--- src/rtl/fir_pkg.sv ---
// Shared definitions for the FIR feed side: tap count, sample format,
// sequencer state encoding and the fp16 field constants used by fp2fx.
package fir_pkg;

    localparam int N_TAPS    = 64;
    localparam int SAMP_W    = 16;
    localparam int FRAC_BITS = 8;

    // fp16 layout: 1 sign bit, 5 exponent bits, 10 mantissa bits
    localparam int EXP_BIAS  = 15;
    localparam int MANT_W    = 10;

    typedef enum logic [1:0] {
        IDLE = 2'd0,
        RUN  = 2'd1,
        GAP  = 2'd2
    } state_t;

endpackage

--- src/rtl/fp2fx.sv ---
// fp2fx: IEEE fp16 to signed Q8.8, purely combinational.
// Truncates toward zero, flushes zero/subnormal inputs to 0, and saturates
// |value| >= 128 as well as inf/NaN to 16'h7FFF / 16'h8001 by sign.
module fp2fx
    import fir_pkg::*;
(
    input  logic [SAMP_W-1:0] fp,
    output logic [SAMP_W-1:0] fx
);

    // Exponent at which the significand LSB weighs exactly one Q8.8 LSB
    localparam logic [4:0] UNITY_EXP = 5'(EXP_BIAS + MANT_W - FRAC_BITS);
    // Smallest exponent whose value reaches 128.0, i.e. beyond Q8.8 range
    localparam logic [4:0] SAT_EXP   = 5'(EXP_BIAS + SAMP_W - FRAC_BITS - 1);

    logic              sign;
    logic [4:0]        expo;
    logic [MANT_W-1:0] mant;
    logic [SAMP_W-1:0] sig;
    logic [SAMP_W-1:0] mag;

    assign sign = fp[SAMP_W-1];
    assign expo = fp[SAMP_W-2 -: 5];
    assign mant = fp[MANT_W-1:0];

    // Shift the implicit-one significand into Q8.8 position, then apply the sign
    always_comb begin
        sig = {{(SAMP_W-MANT_W-1){1'b0}}, 1'b1, mant};
        mag = '0;
        fx  = '0;
        if (expo == 5'd0) begin
            fx = '0;
        end else if (expo >= SAT_EXP) begin
            fx = sign ? 16'h8001 : 16'h7FFF;
        end else begin
            if (expo >= UNITY_EXP) begin
                mag = sig << (expo - UNITY_EXP);
            end else begin
                mag = sig >> (UNITY_EXP - expo);
            end
            fx = sign ? (~mag + 16'd1) : mag;
        end
    end

endmodule

--- src/rtl/fir_tap_sequencer.sv ---
// fir_tap_sequencer: feed side of the N-tap FIR MAC.
// Keeps the last N samples in a circular delay line and N coefficients in a
// flop register file; for each accepted sample it streams N (din, cin) pairs
// followed by one en=0 gap cycle so the MAC can clear its accumulator.
// Define FIR_FP16_IN_EN to accept fp16 samples (converted to Q8.8 by fp2fx).
module fir_tap_sequencer
    import fir_pkg::*;
#(
    parameter int N  = N_TAPS,
    parameter int M  = SAMP_W,
    parameter int CW = $clog2(N)
)
(
    input  logic          clk,
    input  logic          rstn,
    input  logic [M-1:0]  sample_in,
    input  logic          sample_valid,
    output logic          sample_ready,
    input  logic          coef_we,
    input  logic [CW-1:0] coef_addr,
    input  logic [M-1:0]  coef_wdata,
    output logic          busy,
    output logic          en,
    output logic [CW-1:0] cnt,
    output logic [M-1:0]  din,
    output logic [M-1:0]  cin,
    output logic          frame_done
);

    state_t        state;
    logic [CW-1:0] wr_ptr;
    logic [CW-1:0] base;
    logic [CW-1:0] next_cnt;
    logic [M-1:0]  sample_q;
    logic [M-1:0]  delay_line [N];
    logic [M-1:0]  coef       [N];

`ifdef FIR_FP16_IN_EN
    fp2fx u_fp2fx (
        .fp (sample_in),
        .fx (sample_q)
    );
`else
    assign sample_q = sample_in;
`endif

    assign sample_ready = (state == IDLE);
    assign busy         = (state != IDLE);
    assign next_cnt     = cnt + 1'b1;

    // Sequencer FSM with registered MAC-side outputs, delay line and coefficient file
    always_ff @(posedge clk) begin
        if (!rstn) begin
            state      <= IDLE;
            wr_ptr     <= '0;
            base       <= '0;
            en         <= 1'b0;
            cnt        <= '0;
            din        <= '0;
            cin        <= '0;
            frame_done <= 1'b0;
            for (int i = 0; i < N; i++) begin
                delay_line[i] <= '0;
                coef[i]       <= '0;
            end
        end else begin
            frame_done <= 1'b0;
            case (state)
                IDLE: begin
                    if (coef_we) begin
                        coef[coef_addr] <= coef_wdata;
                    end
                    if (sample_valid) begin
                        delay_line[wr_ptr] <= sample_q;
                        wr_ptr <= wr_ptr + 1'b1;
                        base   <= wr_ptr;
                        state  <= RUN;
                        en     <= 1'b1;
                        cnt    <= '0;
                        din    <= sample_q;
                        cin    <= (coef_we && (coef_addr == '0)) ? coef_wdata : coef[0];
                    end
                end
                RUN: begin
                    if (cnt == CW'(N-1)) begin
                        state      <= GAP;
                        en         <= 1'b0;
                        cnt        <= '0;
                        din        <= '0;
                        cin        <= '0;
                        frame_done <= 1'b1;
                    end else begin
                        cnt <= next_cnt;
                        din <= delay_line[base - next_cnt];
                        cin <= coef[next_cnt];
                    end
                end
                GAP: begin
                    state <= IDLE;
                end
                default: begin
                    state <= IDLE;
                end
            endcase
        end
    end

endmodule

--- config.mk ---
export PLATFORM = sky130hd
export DESIGN_NAME = fir_tap_sequencer
export DESIGN_NICKNAME = d
export VERILOG_FILES = /design/src/rtl/fir_pkg.sv /design/src/rtl/fp2fx.sv /design/src/rtl/fir_tap_sequencer.sv
export SDC_FILE = /design/constraint.sdc
export NUM_CORES = 2
export LEC_CHECK = 0
export BUFFER_PORTS_ARGS = -buffer_cell sky130_fd_sc_hd__buf_2
export CAP_MARGIN = 15
export CORE_MARGIN = 2
export CORE_UTILIZATION = 65
export DETAILED_ROUTE_END_ITERATION = 6
export MAX_ROUTING_LAYER = met4
export PLACE_DENSITY = 0.82
export SLEW_MARGIN = 20
export SYNTH_ARGS = -nofsm -noshare
export SYNTH_HDL_FRONTEND = slang
export SYNTH_SLANG_ARGS = --single-unit
--- constraint.sdc ---
create_clock -name clk -period 10.9 [get_ports clk]
set_input_delay 0.545 -clock clk [delete_from_list [all_inputs] [get_ports clk]]
set_output_delay 0.545 -clock clk [all_outputs]
set_load 0.05 [all_outputs]
==> results_dict.tcl <==
set metrics [dict create \
    place.gp.congestion 0.901 \
    violations "DRC" \
    multi_input_area_um2 31600 \
    syn_area_per_cell_um2 14.9 \
    syn_nets 6539 \
    path_delay_family "adder cells" \
    ys_warn_count 0 \
    initial_core_util_pct 65.4 \
    grt_max_degree 125 \
    min_period_ps 6530 \
    viasPerCell 6.67 \
    worst_pin_slew_ps 1300 \
    num-fill-cells 8851 \
    crit_buf_inv 3 \
    cts_resized 0 \
    async_reset_ff_share_pct 0 \
    ant_nets 0 \
    ys_seq_area_share_pct 64.8 \
    cts_tree "yes" \
    max_stage_delay_ps 1240 \
    vias 56400 \
    h-tree-depth 4 \
    p_leak_nw 37.3 \
    drcViolationCount 1 \
    fmax_ghz 0.153 \
    critical_path.slowest_cell "fa_4" \
    pin_count 84 \
    drive_gt1_share_pct 17.9 \
    path_cells "ha_4, inv_1, fa_4, buf_4, buf_4, mux4_2, mux2i_1, mux2i_1, a32oi_1, o211ai_1" \
    worstSetupPathType "reg2reg" \
    placementRows 141 \
    final.setup.tns_ps 0 \
    cp.required_ps 11580 \
    track_usage_pct 33.3 \
    nets 6402 \
    post-route-period-util_pct 59.9 \
    area_growth_pct 8.87 \
    clk_latency_ps 850 \
    postCtsSetupBuffers 0 \
    wirelength_um 243000 \
    syn_area_um2 96600 \
    ys_types 57 \
    dp_hpwl_um 144000 \
    cts_root_buffer "clkbuf_16" \
    fp.dieH_um 389 \
    grt_pass1_vias 55900 \
    crit_path_max_fanout 62 \
    cts_buffers 204 \
    vdd.ir_drop.worst_mv 0.166 \
    p_per_area_nw_per_um2 176 \
    skew_ps 26.5 \
    finalMaxSlewViolations 0 \
    dieArea_um2 152000 \
    cts_hold_buffers 0 \
    ys.flop_type "edfxtp_1" \
    worstPathArrival_ps 7200 \
    netlist_instances 6489 \
    setup_viol 0 \
    design_area_um2 105000 \
    regArea_um2 62600 \
    drtPass1Iterations 7 \
    clock-sinks 2102 \
    cts_buffer_depth 3 \
    synth_edf_count 2048 \
    grt_setup_unrepaired "no" \
    start_kind "flop" \
    grt.overflow.total 0 \
    die_w_um 389 \
    cts.clk_slew.worst_paths_ps 70 \
    hold_viol 0 \
    status "finished, violations left" \
    wl_per_cell_um 28.8 \
    ys_ff_latch 2102 \
    antenna_found_initial 9 \
    grt_pass1_wl_um 360000 \
    slew_headroom_pct 11.3 \
    drt_iter0_markers 8563 \
    endpoint_kind "flop" \
    maxCapViolCount 0 \
    min_path_type "in2reg" \
    io_buffers 83 \
    post_dp_cell_area_um2 98500 \
    core_area_um2 148000 \
]
-- area by class of cell --
| type | count | share of cell area, % |
|---|---|---|
| antenna | 8 | 0.0190 |
| clock buffer | 259 | 5.25 |
| clock inverter | 119 | 0.969 |
| multi-input combinational | 3762 | 30.1 |
| sequential | 2102 | 59.5 |
| tap | 1930 | 2.30 |
| inverter | 8 | 0.0286 |
| timing repair buffer | 274 | 1.83 |
-- cell usage in the layout, fill, tap and decap left out, types with 82 or more instances in the layout --
cell,n
clkbuf_16,208
edfxtp_1,2048
mux2i_1,122
and2_1,2081
buf_2,82
buf_4,185
o21ai_1,119
mux4_2,512
nand2_1,305
nor2_1,133
-- power by group --
part           internal [W]  switching (W)
registers           0.00917       0.000125
logic              0.000858        0.00140
clock network       0.00396        0.00300
-- logic make-up after synthesis --
group           synth area share [%]
mux                             13.2
xor+xnor                       0.193
compound gates                  2.63
simple gates                    16.4
buf+inv                         2.71
flops                           64.8
fa+ha+maj                      0.111
-- cells in the mapped netlist, types with 3 or more instances --
library cell | number | area, um^2
or2_2 | 5 | 31.3
a31oi_1 | 35 | 219
nand3b_1 | 11 | 82.6
nor2_2 | 14 | 87.6
a211oi_1 | 48 | 360
nand4_1 | 16 | 100
o21ai_0 | 161 | 806
a311oi_1 | 19 | 166
buf_6 | 9 | 101
nor2_1 | 164 | 616
nand3_2 | 3 | 30.0
a211o_1 | 16 | 140
buf_2 | 82 | 410
and2_1 | 2081 | 13000
a2111oi_0 | 17 | 149
nand3_1 | 59 | 295
a22oi_1 | 15 | 113
inv_1 | 7 | 26.3
nand2_1 | 305 | 1140
mux4_2 | 512 | 11500
nand2b_1 | 4 | 25.0
a32o_1 | 16 | 160
or3b_1 | 5 | 43.8
clkbuf_1 | 488 | 1830
or2_1 | 10 | 62.6
xor2_1 | 9 | 78.8
nor3_1 | 4 | 20.0
a32oi_1 | 16 | 140
buf_4 | 27 | 203
nor2b_1 | 3 | 18.8
dfxtp_1 | 54 | 1080
and3_1 | 20 | 125
xnor2_1 | 6 | 52.6
or3_1 | 5 | 31.3
ha_1 | 7 | 87.6
o211ai_1 | 14 | 105
edfxtp_1 | 2048 | 61500
buf_1 | 11 | 41.3
a21oi_1 | 16 | 80.1
mux2i_1 | 122 | 1220
-- metal layers --
layer	part of all wire (%)	GRT usage (%)
met5	0	-
met4	4.1	11.7
met3	12	6.97
met2	47	50.1
met1	37	46.1
-- worst register-to-register path: stages (launching register included) --
cell	delay [ps]
dfxtp_4	850
ha_4	830
inv_1	220
fa_4	1240
buf_4	720
buf_4	850
mux4_2	440
mux2i_1	180
mux2i_1	180
a32oi_1	670
o211ai_1	180
-- per-stage QoR --
stage,setup slack (ps),instances,utilization (%),total power (W),hold WS [ps]
2_1_floorplan,6800,6489,-,0.0109,436
3_3_place_gp,4500,8073,66.7,0.0116,449
4_1_cts,4440,8453,71.1,0.0185,102
5_1_grt,4110,8460,71.2,0.0189,154
6_report,4370,8462,71.2,0.0185,161
3_5_place_dp,4490,8075,66.7,0.0117,457
-- path summary, 6_finish.rpt --
path / end / slack (ps) / cells after the start / startpoint
setup reg to reg: din[15]$_SDFFE_PN0P_ / 4370 / 10 / cnt[0]$_SDFFE_PN0P_
setup / recovery: din[15]$_SDFFE_PN0P_ / 4370 / 10 / cnt[0]$_SDFFE_PN0P_
hold reg to reg: base[0]$_SDFFE_PN0P_ / 460 / 2 / base[0]$_SDFFE_PN0P_
hold / removal: en$_SDFFE_PN0P_ / 160 / 3 / rstn
-- state kept, by name, indices dropped and copies added, names as in the netlist --
register,cells
en,1
base,6
din,16
delay_line,1024
frame_done,1
cnt,6
coef,1024
cin,16
wr_ptr,6
state,2
Power figures use the tool's default switching activity.
